$ cat src/rtl/ntt_loop_ctrl.sv
// Stage/group/butterfly loop sequencer driving the NTT index unit and butterfly handshake.
// Optional stall counter enabled by defining NTT_LOOP_CTRL_STALL_CNT_EN.
module ntt_loop_ctrl #(
    parameter int LOG_N   = 8,
    parameter int STALL_W = 16
) (
    input  logic               clk_i,
    input  logic               rst_ni,
    input  logic               start_i,
    input  logic               mode_i,
    input  logic               abort_i,
    output logic               bf_valid_o,
    input  logic               bf_ready_i,
    output logic               set_idx_o,
    output logic               inc_idx_o,
    output logic               inc_j_o,
    output logic               sl_m_o,
    output logic               sl_j2_o,
    output logic [LOG_N-1:0]   stage_o,
    output logic               busy_o,
    output logic               done_o,
    output logic [STALL_W-1:0] stall_cnt_o,
    output logic [2:0]         dbg_state_o
);

    // Handshake: a butterfly transfers in any cycle where bf_valid_o && bf_ready_i;
    // bf_valid_o stays high and the request is unchanged until that cycle (abort_i excepted).

    localparam int CW = LOG_N - 1;
    localparam logic [CW-1:0]    ALL1     = {CW{1'b1}};
    localparam logic [LOG_N-1:0] LAST_STG = LOG_N'(LOG_N - 1);

    typedef enum logic [2:0] {
        S_IDLE    = 3'd0,
        S_SET     = 3'd1,
        S_RUN     = 3'd2,
        S_GRP_END = 3'd3,
        S_STG_END = 3'd4,
        S_DONE    = 3'd5
    } state_t;

    state_t           r_state;
    state_t           w_state_n;
    logic             r_mode;
    logic [LOG_N-1:0] r_stage;
    logic [CW-1:0]    r_grp;
    logic [CW-1:0]    r_bf;

    logic [CW-1:0] w_len_m1;
    logic [CW-1:0] w_grp_m1;
    logic          w_last_bf;
    logic          w_last_grp;
    logic          w_last_stage;

    // len-1 and groups-1 built directly as CW-bit masks, so len = N/2 never overflows.
    assign w_len_m1     = r_mode ? ~(ALL1 << r_stage) : (ALL1 >> r_stage);
    assign w_grp_m1     = r_mode ? (ALL1 >> r_stage) : ~(ALL1 << r_stage);
    assign w_last_bf    = (r_bf == w_len_m1);
    assign w_last_grp   = (r_grp == w_grp_m1);
    assign w_last_stage = (r_stage == LAST_STG);

    assign stage_o     = r_stage;
    assign busy_o      = (r_state != S_IDLE);
    assign dbg_state_o = r_state;

    always_comb begin
        w_state_n  = r_state;
        bf_valid_o = 1'b0;
        set_idx_o  = 1'b0;
        inc_idx_o  = 1'b0;
        inc_j_o    = 1'b0;
        sl_m_o     = 1'b0;
        sl_j2_o    = 1'b0;
        done_o     = 1'b0;
        case (r_state)
            S_IDLE: begin
                if (start_i) w_state_n = S_SET;
            end
            S_SET: begin
                set_idx_o = 1'b1;
                w_state_n = S_RUN;
            end
            S_RUN: begin
                bf_valid_o = 1'b1;
                if (bf_ready_i) begin
                    if (w_last_bf) w_state_n = S_GRP_END;
                    else           inc_idx_o = 1'b1;
                end
            end
            S_GRP_END: begin
                inc_j_o   = 1'b1;
                w_state_n = w_last_grp ? S_STG_END : S_SET;
            end
            S_STG_END: begin
                sl_m_o    = 1'b1;
                sl_j2_o   = 1'b1;
                w_state_n = w_last_stage ? S_DONE : S_SET;
            end
            S_DONE: begin
                done_o    = 1'b1;
                w_state_n = S_IDLE;
            end
            default: w_state_n = S_IDLE;
        endcase
        if (abort_i) w_state_n = S_IDLE;
    end

    always_ff @(posedge clk_i or negedge rst_ni) begin
        if (!rst_ni) begin
            r_state <= S_IDLE;
            r_mode  <= 1'b0;
            r_stage <= '0;
            r_grp   <= '0;
            r_bf    <= '0;
        end else begin
            r_state <= w_state_n;
            if (abort_i) begin
                r_stage <= '0;
                r_grp   <= '0;
                r_bf    <= '0;
            end else begin
                case (r_state)
                    S_IDLE: begin
                        if (start_i) begin
                            r_mode  <= mode_i;
                            r_stage <= '0;
                            r_grp   <= '0;
                            r_bf    <= '0;
                        end
                    end
                    S_RUN: begin
                        if (bf_ready_i && !w_last_bf) r_bf <= r_bf + 1'b1;
                    end
                    S_GRP_END: begin
                        r_bf  <= '0;
                        r_grp <= w_last_grp ? '0 : r_grp + 1'b1;
                    end
                    S_STG_END: begin
                        if (!w_last_stage) r_stage <= r_stage + 1'b1;
                    end
                    S_DONE:  r_stage <= '0;
                    default: ;
                endcase
            end
        end
    end

`ifdef NTT_LOOP_CTRL_STALL_CNT_EN
    logic [STALL_W-1:0] r_stall;

    // Saturating; survives DONE and abort, restarts only on an accepted start.
    always_ff @(posedge clk_i or negedge rst_ni) begin
        if (!rst_ni) begin
            r_stall <= '0;
        end else if (r_state == S_IDLE && start_i && !abort_i) begin
            r_stall <= '0;
        end else if (bf_valid_o && !bf_ready_i && r_stall != {STALL_W{1'b1}}) begin
            r_stall <= r_stall + 1'b1;
        end
    end

    assign stall_cnt_o = r_stall;
`else
    assign stall_cnt_o = '0;
`endif

endmodule

$ cat config.mk
export PLATFORM = sky130hd
export DESIGN_NAME = ntt_loop_ctrl
export DESIGN_NICKNAME = d
export VERILOG_FILES = /design/src/rtl/ntt_loop_ctrl.sv
export SDC_FILE = /design/constraint.sdc
export NUM_CORES = 1
export LEC_CHECK = 0
export ABC_CLOCK_PERIOD_IN_PS = 3900
export CAP_MARGIN = 0
export CORE_UTILIZATION = 53
export DETAILED_ROUTE_END_ITERATION = 16
export PLACE_DENSITY = 0.77
export SETUP_SLACK_MARGIN = 0.05
export SLEW_MARGIN = 10
export SYNTH_ARGS = -nofsm -noshare
export SYNTH_HDL_FRONTEND = slang
export SYNTH_SLANG_ARGS = --single-unit
$ cat constraint.sdc
create_clock -name clk_i -period 3.9 [get_ports clk_i]
set_clock_uncertainty 0.15 [all_clocks]
set_input_delay 0.585 -clock clk_i [delete_from_list [all_inputs] [get_ports clk_i]]
set_output_delay 0.585 -clock clk_i [all_outputs]
set_load 0.05 [all_outputs]
==> flow_metrics.env, run 1 <==
export IMPL_netlist_instances=298
export IMPL_max_slew_margin_pct=48.5
export IMPL_viasPerCell=6.40
export IMPL_drt_iter0_markers=218
export IMPL_synth_fa_ha_area_share_pct=1.56
export IMPL_synth_area_mux_share_pct=1.35
export IMPL_seq_area_frac_synth_pct=27.1
export IMPL_die_x_microns=69.3
export IMPL_diodes=0
export IMPL_grt_max_degree=33
export IMPL_synth_top_family_by_area="simple AND/OR/NAND/NOR gates"
export IMPL_netlist_top_cells_count="26 x dfrtp_1, 26 x nor2_1, 21 x o21ai_0, 17 x buf_4, 17 x nand2_1"
export IMPL_hp_class="flip-flop to flip-flop"
export IMPL_drc=0
export IMPL_synth_edf_count=0
export IMPL_cts_root_buf="clkbuf_8"
export IMPL_slowest_stage="dfrtp_1"
export IMPL_synth_compound_area_share_pct=25.7
export IMPL_final_nets=314
export IMPL_r2r_cells=7
export IMPL_setup_viol=0
export IMPL_cap_violations=0
export IMPL_drt_wl_total_microns=5700
export IMPL_core_area_sq_um=4350
export IMPL_rsz0062_at_grt="no"
export IMPL_period_share_pct=94.3
export IMPL_firstDrtPassIters=5
export IMPL_yosysTopAreaCellShare_pct=27.1
export IMPL_place_inst=352
export IMPL_tightest_slew_ps=762
export IMPL_worstSetupEndpointType="output port"
export IMPL_dieArea_sq_um=4810
export IMPL_cp_max_fo=11
export IMPL_num_rows=24
export IMPL_synth_top_area_cell="dfrtp_1"
export IMPL_avgRoutedWirePerCell_microns=16.0
export IMPL_dieHeight_microns=69.3
export IMPL_status="completed"
export IMPL_crit_chain="or3_1 -> o31ai_1 -> nand3_1 -> and4b_4 -> a41oi_4 -> and2_2 -> buf_12"
export IMPL_synth_seq_cells=26
export IMPL_slew_violations=0
export IMPL_numPortBuffers=24
export IMPL_pwr_density_cell_nw_per_um2=326
export IMPL_post_cts_buffers=0
export IMPL_syn_area_per_cell_sq_um=8.06
export IMPL_n_fill_cell=385
export IMPL_clk_pin_slew_ps=100
export IMPL_crit_path_start_kind="flip-flop"
export IMPL_antenna_found_initial=0
export IMPL_grt_pass1_vias=1955
export IMPL_antenna_left=0
export IMPL_synth_async_reset_ratio_pct=100
export IMPL_fin_crit_ps=3680
export IMPL_cts_buffers=3
export IMPL_num_io_pins=41
export IMPL_tns_ps=0
export IMPL_yosys_area_share_simple_pct=31.7
export IMPL_cts_max_path_buffers=2
export IMPL_ys_warn_count=0
export IMPL_critical_path_class="flip-flop to output port"
export IMPL_clock_latency_ps=280
export IMPL_ys_dominant_reg_cell="dfrtp_1"
export IMPL_final_cells=356
export IMPL_initial_core_util_pct=55.2
export IMPL_dpl_hpwl_microns=3960
export IMPL_h_tree_depth=1
export IMPL_grt_pass1_wl_microns=9400
export IMPL_synthTopCellsByArea="dfrtp_1 27%, buf_4 5.3%, o21ai_0 4.4%"
export IMPL_gp_congestion=0.898
export IMPL_hold_violations=0
export IMPL_synthXorXnorAreaFrac_pct=1.46
export IMPL_final_layout_size_suffix_gt1_share_pct=10.2
export IMPL_leakage_nw=1.13
export IMPL_grt_usage_pct=23.7
export IMPL_yosys_cell_types_count=71
export IMPL_max_stage_delay_ps=520
export IMPL_cts_tree="yes"
export IMPL_vias=2278
export IMPL_area_delta_synth_final_pct=9.74
export IMPL_grt_overflow=0
export IMPL_cp_arrival_ps=2940
export IMPL_ir_worst_vdd_v=0.000254
export IMPL_critPathRequiredTime_ps=3160
export IMPL_clock_fmax_ghz=0.272
export IMPL_cts_sinks=26
export IMPL_syn_area_sq_um=2400
export IMPL_whs_path_depth=2
==> worst max-delay path, delay by kind of cell (launching register included) <==
family          cells  cell delay [ps]
flops               1              520
simple gates        4             1160
buf+inv             1              130
compound gates      2              830
==> per-layer routing <==
metal	wire, microns	track usage (%)
met5	0	0
met4	49	4.76
met3	359	2.33
met2	2690	39.1
met1	2610	33.7
==> through the flow <==
step | power (W) | hold slack, ps | worst slack, ps | instance area (sq um) | util (%)
2_1_floorplan | 0.000619 | 139 | 519 | 2460 | -
3_3_place_gp | 0.000677 | 392 | 582 | 2560 | 58.9
3_5_place_dp | 0.000682 | 398 | 460 | 2560 | 58.9
4_1_cts | 0.000863 | 410 | 159 | 2620 | 60.1
5_1_grt | 0.000899 | 443 | 64.7 | 2640 | 60.5
6_report | 0.000858 | 411 | 223 | 2640 | 60.5
==> power by group <==
part / switching, W / internal (W)
sequential: 0.0000429 / 0.000279
combinational: 0.000222 / 0.000136
clock: 0.0000875 / 0.0000904
==> registers in the layout (all words and copies together), names as in the netlist <==
name and cells:
r_mode 1, r_grp 7, stage_o 8, r_bf 7, dbg_state_o 3
==> logic make-up after synthesis <==
group | after synthesis
simple gates | 128
compound gates | 85
buf+inv | 48
flops | 26
xor+xnor | 4
fa+ha+maj | 3
mux | 3
other cells | 1
==> area by class of cell <==
| class | count | area, sq um | share of cell area [%] |
|---|---|---|---|
| Multi-Input combinational cell | 239 | 1560 | 59.2 |
| Tap cell | 52 | 65.1 | 2.47 |
| Clock buffer | 4 | 55.1 | 2.09 |
| Sequential cell | 26 | 653 | 24.8 |
| Timing Repair Buffer | 27 | 273 | 10.3 |
| Inverter | 8 | 30.0 | 1.14 |
==> final timing paths <==
path                       startpoint          to  slack, ps
max in group asynchronous      rst_ni      r_mode       2770
hold reg to reg               r_bf[6]     r_bf[6]        410
hold / removal                r_bf[6]     r_bf[6]        410
min in group asynchronous      rst_ni  stage_o[3]        530
setup / recovery           stage_o[3]   inc_idx_o        220
setup reg to reg           stage_o[5]    r_grp[4]        840
==> cell usage in the layout (no fill, tap or decap), types with 5 or more instances in the layout <==
master / n
inv_1: 8
dfrtp_1: 24
a21oi_1: 14
and3_1: 9
or3_1: 8
nor2_1: 26
nand3_1: 11
clkdlybuf4s50_1: 23
o31ai_1: 6
conb_1: 16
nor2b_1: 5
nand2b_1: 8
nand2_1: 17
nor3_1: 6
a31oi_1: 5
nand4_1: 5
o21ai_0: 21
==> timing repair <==
item | in CTS | in global routing
setup endpoints to repair | 0 | 1
endpoints found under the hold margin | 0 | 0
resized for setup | 0 | 4
hold buffers | 0 | 0
Note: power is estimated with default switching activity, not from simulation.
==> run 2, diff against run 1 <==
Settings changed: SKIP_CTS_REPAIR_TIMING set to 1.
==> results of run 2 <==
Same layout as run 1: the final DEF is identical, and so are final timing and power.
